## src/rtl/tmds_rx_channel.sv

```systemverilog
// TMDS receive channel: two-stage symbol decoder plus a word-alignment FSM
// that commands deserializer bit slips until control tokens arrive steadily.
module tmds_rx_channel #(
  parameter int SEARCH_TIMEOUT = 4096,
  parameter int LOCK_TOKENS    = 8,
  parameter int SLIP_SETTLE    = 16
) (
  input  logic       clk,
  input  logic       resetn,
  input  logic [9:0] symbol_in,
  input  logic       symbol_valid,
  output logic       bitslip,
  output logic [3:0] slip_count,
  output logic       aligned,
  output logic [7:0] data_out,
  output logic [1:0] ctrl_out,
  output logic       de_out,
  output logic       data_valid,
  output logic       sym_err
);

  typedef enum logic [1:0] {SEARCH, SLIP, CHECK, LOCKED} state_t;

  localparam logic [15:0] TMO_LAST    = 16'(SEARCH_TIMEOUT - 1);
  localparam logic [7:0]  RUN_LAST    = 8'(LOCK_TOKENS - 1);
  localparam logic [7:0]  SETTLE_LAST = 8'(SLIP_SETTLE - 1);

  logic [9:0]  s1_sym_reg;
  logic        s1_valid_reg;
  state_t      state_reg;
  logic [15:0] tmo_cnt_reg;
  logic [7:0]  run_cnt_reg;
  logic [7:0]  settle_cnt_reg;

  logic       is_tok;
  logic [1:0] tok_ctrl;
  logic [7:0] q_lo;
  logic [7:0] d;
  logic [3:0] ones;
  logic       use_xnor;
  logic       dec_err;

  always_comb begin
    is_tok   = 1'b1;
    tok_ctrl = 2'b00;
    case (s1_sym_reg)
      10'h354: tok_ctrl = 2'b00;
      10'h0AB: tok_ctrl = 2'b01;
      10'h154: tok_ctrl = 2'b10;
      10'h2AB: tok_ctrl = 2'b11;
      default: is_tok = 1'b0;
    endcase
  end

  assign q_lo = s1_sym_reg[9] ? ~s1_sym_reg[7:0] : s1_sym_reg[7:0];
  assign d[0] = q_lo[0];

  for (genvar gi = 1; gi < 8; gi++) begin : g_dec
    assign d[gi] = s1_sym_reg[8] ? (q_lo[gi] ^ q_lo[gi-1]) : ~(q_lo[gi] ^ q_lo[gi-1]);
  end

  always_comb begin
    ones = 4'd0;
    for (int i = 0; i < 8; i++) ones = ones + 4'(d[i]);
  end

  // An encoder picks XNOR (q[8]=0) exactly when this holds; any other pairing is corrupt.
  assign use_xnor = (ones > 4'd4) || ((ones == 4'd4) && !d[0]);
  assign dec_err  = !is_tok && (s1_sym_reg[8] == use_xnor);

  always_ff @(posedge clk or negedge resetn) begin
    if (!resetn) begin
      s1_sym_reg   <= '0;
      s1_valid_reg <= 1'b0;
      data_out     <= '0;
      ctrl_out     <= '0;
      de_out       <= 1'b0;
      data_valid   <= 1'b0;
      sym_err      <= 1'b0;
    end else begin
      s1_sym_reg   <= symbol_in;
      s1_valid_reg <= symbol_valid;
      data_valid   <= s1_valid_reg;
      if (s1_valid_reg) begin
        data_out <= d;
        de_out   <= !is_tok;
        sym_err  <= dec_err;
        if (is_tok) ctrl_out <= tok_ctrl;
      end
    end
  end

  always_ff @(posedge clk or negedge resetn) begin
    if (!resetn) begin
      state_reg      <= SEARCH;
      tmo_cnt_reg    <= '0;
      run_cnt_reg    <= '0;
      settle_cnt_reg <= '0;
      bitslip        <= 1'b0;
      slip_count     <= '0;
      aligned        <= 1'b0;
    end else begin
      bitslip <= 1'b0;
      case (state_reg)
        SEARCH: begin
          if (s1_valid_reg) begin
            if (is_tok) begin
              state_reg   <= CHECK;
              run_cnt_reg <= 8'd1;
            end else if (tmo_cnt_reg == TMO_LAST) begin
              state_reg      <= SLIP;
              bitslip        <= 1'b1;
              slip_count     <= (slip_count == 4'd9) ? 4'd0 : slip_count + 4'd1;
              tmo_cnt_reg    <= '0;
              settle_cnt_reg <= '0;
            end else begin
              tmo_cnt_reg <= tmo_cnt_reg + 16'd1;
            end
          end
        end
        SLIP: begin
          // Settling time runs on clk alone; the deserializer may stall valid meanwhile.
          if (settle_cnt_reg == SETTLE_LAST) begin
            state_reg      <= SEARCH;
            settle_cnt_reg <= '0;
          end else begin
            settle_cnt_reg <= settle_cnt_reg + 8'd1;
          end
        end
        CHECK: begin
          if (s1_valid_reg) begin
            if (!is_tok) begin
              state_reg <= SEARCH;
            end else if (run_cnt_reg == RUN_LAST) begin
              state_reg <= LOCKED;
              aligned   <= 1'b1;
            end else begin
              run_cnt_reg <= run_cnt_reg + 8'd1;
            end
          end
        end
        LOCKED: begin
          if (s1_valid_reg) begin
            if (is_tok) begin
              tmo_cnt_reg <= '0;
            end else if (tmo_cnt_reg == TMO_LAST) begin
              state_reg      <= SLIP;
              aligned        <= 1'b0;
              bitslip        <= 1'b1;
              slip_count     <= (slip_count == 4'd9) ? 4'd0 : slip_count + 4'd1;
              tmo_cnt_reg    <= '0;
              settle_cnt_reg <= '0;
            end else begin
              tmo_cnt_reg <= tmo_cnt_reg + 16'd1;
            end
          end
        end
        default: state_reg <= SEARCH;
      endcase
    end
  end

endmodule
```

## config.mk

```make
export PLATFORM = sky130hd
export DESIGN_NAME = tmds_rx_channel
export DESIGN_NICKNAME = d
export VERILOG_FILES = /design/src/rtl/tmds_rx_channel.sv
export SDC_FILE = /design/constraint.sdc
export NUM_CORES = 1
export LEC_CHECK = 0
export ABC_AREA = 0
export BUFFER_PORTS_ARGS = -buffer_cell sky130_fd_sc_hd__buf_2
export CORE_MARGIN = 3
export CORE_UTILIZATION = 45
export CTS_BUF_LIST = sky130_fd_sc_hd__clkbuf_8
export DETAILED_ROUTE_END_ITERATION = 7
export SLEW_MARGIN = 15
export SYNTH_ARGS = -nofsm -noshare
export SYNTH_HDL_FRONTEND = slang
export SYNTH_SLANG_ARGS = --single-unit
```

## constraint.sdc

```tcl
create_clock -name clk -period 4.3 [get_ports clk]
set_input_delay 0.43 -clock clk [delete_from_list [all_inputs] [get_ports clk]]
set_output_delay 0.43 -clock clk [all_outputs]
set_load 0.005 [all_outputs]
```

Yosys cells after proc, flatten, opt, wreduce, memory -nomap -nowiden
Cells that the tools add are included.
Widths: inputs -> output; s select.
Storage, ports and cells
  register bits: 64
  input port bits: 13
  output and inout bits: 19
  logic and storage cells: 138
Cells by class
  add/sub/neg operators: 11
  magnitude comparators: 1
  eq/ne operators: 28
  mux-type cells: 49
  bitwise gates (word level): 16
  reduce and logical (&&, ||, !) cells: 19
Operators by type and width (number)
  $mux 16: 5
  $mux 8: 10
  $pmux 16 s2: 1
  $pmux 8 s2: 2
  $ne 2x2->1 const B: 12
  $eq 10x10->1 const B: 2
  $mux 1: 18
  $mux 2: 9
  $add 16x1->16 const B: 1
  $add 4x1->4: 4
  $add 8x1->8 const B: 2
  $eq 16x12->1 const B: 1
  $reduce_and 4->1: 3
  $reduce_and 6->1: 2
  $eq 10x8->1 const B: 1
  $eq 10x9->1 const B: 1
  $eq 8x3->1 const B: 1
  $eq 8x4->1 const B: 1
  $not 1->1: 8
  $not 8->8: 1
  $pmux 2 s4: 1
  $reduce_bool 2->1: 4
  $reduce_and 7->1: 1
  $xor 1x1->1: 7
  other kinds (22): 26

Logic depth before layout (Yosys ltp)
  word-level depth: 17
  gate-level depth with buffers: 14
  gate-level depth less buffers: 14

Worst setup path before layout
OpenSTA, ideal clock, no wires.
  path type: register to register
  start: register s1_sym_reg[2]
  end: register sym_err
  library setup time: 0.136 ns
  arrival: 3.530 ns
  required time: 4.164 ns
  slack: 0.634 ns
  cell stages (with the launch flop): 14
  buffers on the path: 0
  clock period less this slack: 3.666 ns
  cells stage by stage: dfrtp_1 -> inv_1 -> ha_1 -> xnor2_1 -> fa_1 -> fa_1 -> fa_1 -> inv_1 -> ha_1 -> fa_1 -> o32ai_1 -> o21ai_0 -> xor2_1 -> o22ai_1
Between the ends
  longest elaborated chain between the ends: 16
  elaborated cells on any way between the ends: 27
  those cells by class: add/sub (6); order compare (1); eq/ne (6); mux (4); bitwise (5); reduce/logical (5)
RTL lines
  start: declaration: RTL line 28  | logic [9:0] s1_sym_reg;
  start signal: assignment: RTL line 81  | s1_sym_reg <= symbol_in;
  branches (longest 15 deep; another with $add 3x1->4)
  $logic_and 1x1->1 *: RTL line 69  | assign dec_err = !is_tok && (s1_sym_reg[8] == use_xnor);
  end signal: assignment: RTL line 87  | sym_err <= dec_err;
  end: declaration: RTL line 19  | output logic sym_err
Mark *: on every way between the ends.
A chain may end at the register's enable or synchronous reset.

Final worst setup path
Same ends and word-level chain as after synthesis.

==> metrics.csv <==
stage,metric,value,unit
timing,post-route clock period utilization,89.5,%
timing,worst slew margin relative to its limit,38.9,%
timing,Final Slew Violations,0,
pwr,pwr dens,438,nW/um^2
clock_tree,clock-pin slew on the worst setup and hold paths,0.07,ns
timing,fmax,0.260,GHz
setup_path,crit-path cells,"inv_1, ha_1, xnor2_1, fa_1, fa_1, fa_1, inv_1, ha_1, fa_1, o32ai_1, o21ai_0, xor2_1, o22ai_1",
pwr,Clock power frac,28.1,%
floorplan,die width,96.3,um
timing,Clock Skew,0.00830,ns
clock_tree,TritonCTS Buffers,9,
clock_tree,clock sinks,64,
finish,total area of sequential cells,1600,sq um
place,Placer Congestion,0.812,
timing,Worst Tran Pin Value,0.916,ns
yosys,warnings from Yosys,0,
yosys,Synth async-reset ratio,100,%
yosys,Synth Instances,371,
route,Initial DRT Pass Iterations,5,
route,via/cell ratio,5.59,
setup_path,Crit path largest cell delay,0.48,ns
floorplan,Starting Density,47.0,%
timing,RSZ-0062 raised after global routing,no,
timing,setup TNS,0,ns
yosys,Post-synth EDFFs,0,
pwr,Logic pwr share,29.2,%
route,Vias,2832,
setup_path,R2R cell count,13,
setup_path,crit start category,register,
route,WL final,7.58,mm
finish,share of cells above drive strength 1,16.5,%
grt,GRT overflow,0,
route,Residual DRC,0,
yosys,ys flop type,dfrtp_1,
floorplan,# rows,32,
clock_tree,hold buffers post-CTS,0,
clock_tree,Post-CTS Setup Repair Bufs,0,
grt,largest net degree at the start of global routing,42,
finish,ANT cells,0,
route,Iter 0 DRT Violations,118,
flow_run,number of max-cap violations,0,
setup_path,"Worst Path Class, Setup",reg2reg,
grt,gr usage total,18.4,%
clock_tree,clock tree buffer depth,2,
timing,final setup violation count,0,
status,status,finished clean,
clock_tree,worst skew pair latency,0.34,ns
finish,nets@finish,437,
grt,first-pass GRT wire length,13.2,mm
yosys,Netlist cell types,62,
pwr,Leak,1.86,nW
pwr,sequential share of power,42.7,%
clock_tree,CTS tree,built,
clock_tree,htree depth,3,
yosys,Synth Area per Inst,9.90,sq um
yosys,register bit total from synthesis,64,
hold_path,hold crit path type,in2reg,
setup_path,Crit path required time,4.50,ns
pwr,Net Switching,0.000607,W
hold_path,cell depth of the worst hold path,1,
grt,vias in the first global route,2687,
finish,Layout area overhead,11.0,%
setup_path,CP max FO,3,
pwr,Worst VDD drop,0.230,mV
setup_path,critical path's slowest cell,fa_1,
yosys,Syn Nets,407,
floorplan,io pins,32,
route,routed length per instance,15.0,um
grt,initial antenna violation count,0,
timing,crit path time final,3.85,ns
setup_path,"Arr. time, crit path",4.05,ns
finish,max reg flops,16,
place,HPWL after DPL,5.32,mm
floorplan,Die H,96.3,um
finish,Multi-input gate area,1890,sq um
floorplan,total die area,9280,sq um
setup_path,"most used cell, CP",fa_1,
route,post-route ant nets,0,
floorplan,Core Region,7810,sq um
timing,Fin. Hold Viols,0,
place,port bufs,31,
finish,Finished Core Util,52.2,%
pwr,Pint,0.00118,W
setup_path,CP Capture Type,register,
pwr,Net Sw Frac,34.0,%
yosys,Mapped Area,3670,sq um
clock_tree,Resized Gates After CTS,0,
finish,Fill cells,731,
clock_tree,Root Driver,clkbuf_8,
yosys,"Seq/Total Area, Yosys",43.6,%
power by group through the flow:
stage,clock network (W),logic (W),registers [W]
2_1_floorplan,0,0.000400,0.000753
3_3_place_gp,0,0.000505,0.000771
3_5_place_dp,0,0.000526,0.000772
4_1_cts,0.000525,0.000527,0.000761
5_1_grt,0.000549,0.000601,0.000777
6_report,0.000503,0.000522,0.000762
critical path: cells and delay by family (launching register included):
| kind | cells | cell delay, ns |
|---|---|---|
| compound gates | 3 | 0.51 |
| xor+xnor | 2 | 0.38 |
| flops | 1 | 0.38 |
| buf+inv | 2 | 0.10 |
| fa+ha+maj | 6 | 2.35 |
cell families after synthesis:
logic type | count (synthesis) | synth area share (%)
xor+xnor | 15 | 3.58
flops | 64 | 43.6
buf+inv | 41 | 4.91
fa+ha+maj | 23 | 8.65
simple gates | 126 | 19.6
compound gates | 93 | 17.0
mux | 9 | 2.62
cells in the final DEF (no fill, tap or decap), drive strengths merged, types with 15 or more instances in the layout:
cell and n:
nand2 30, nand3 25, ha 19, dfrtp 64, nor2 18, a31oi 19, buf 33, inv 28
a21oi 15, o21ai 22
synth_stat cells, types with 6 or more instances:
master,count,share of area [%]
a21oi_1,15,2.0
xnor2_1,9,2.1
o21ai_0,19,2.6
nor2_1,18,1.8
ha_1,19,6.5
a31oi_1,19,3.2
nand2_1,29,3.0
clkbuf_1,6,0.61
dfrtp_1,64,44
or3_1,6,1.0
o22ai_1,6,1.0
xor2_1,6,1.4
inv_1,27,2.8
nand4_1,7,1.2
and3_1,10,1.7
nand3_1,24,3.3
per-layer routing:
metal | GRT usage [%] | wire [um]
met5 | 0 | 0
met3 | 5.86 | 349
met1 | 26.5 | 3680
met4 | 5.02 | 53
met2 | 26.7 | 3500
final cells by class:
type	instances	share of cell area [%]
clock buffers	10	3.38
clock inverters	5	1.20
inverters	27	2.49
multi-input cells	266	46.4
flip-flops and latches	64	39.3
well taps	102	3.13
repair buffers	33	4.17
per-stage QoR:
step / hold slack (ns) / setup slack [ns] / instance area, sq um / std cells / power [W]
final: 0.191 / 0.450 / 4080 / 507 / 0.00179
after global routing: 0.162 / 0.257 / 4080 / 507 / 0.00193
after CTS: 0.170 / 0.414 / 4080 / 507 / 0.00181
after detailed placement: 0.484 / 0.426 / 3890 / 492 / 0.00130
after global placement: 0.485 / 0.515 / 3890 / 492 / 0.00128
after floorplan: 0.134 / 0.634 / 3670 / 371 / 0.00115
final timing paths:
kind / slack (ns) / start / endpoint
min: 0.19 / symbol_in[1] / s1_sym_reg[1]
min in group asynchronous: 0.23 / resetn / settle_cnt_reg[5]
max in group asynchronous: 3.23 / resetn / s1_sym_reg[9]
min reg2reg: 0.49 / slip_count[0] / slip_count[0]
max: 0.45 / s1_sym_reg[2] / sym_err
max reg2reg: 0.45 / s1_sym_reg[2] / sym_err
Note: power is estimated with default switching activity, not from simulation.
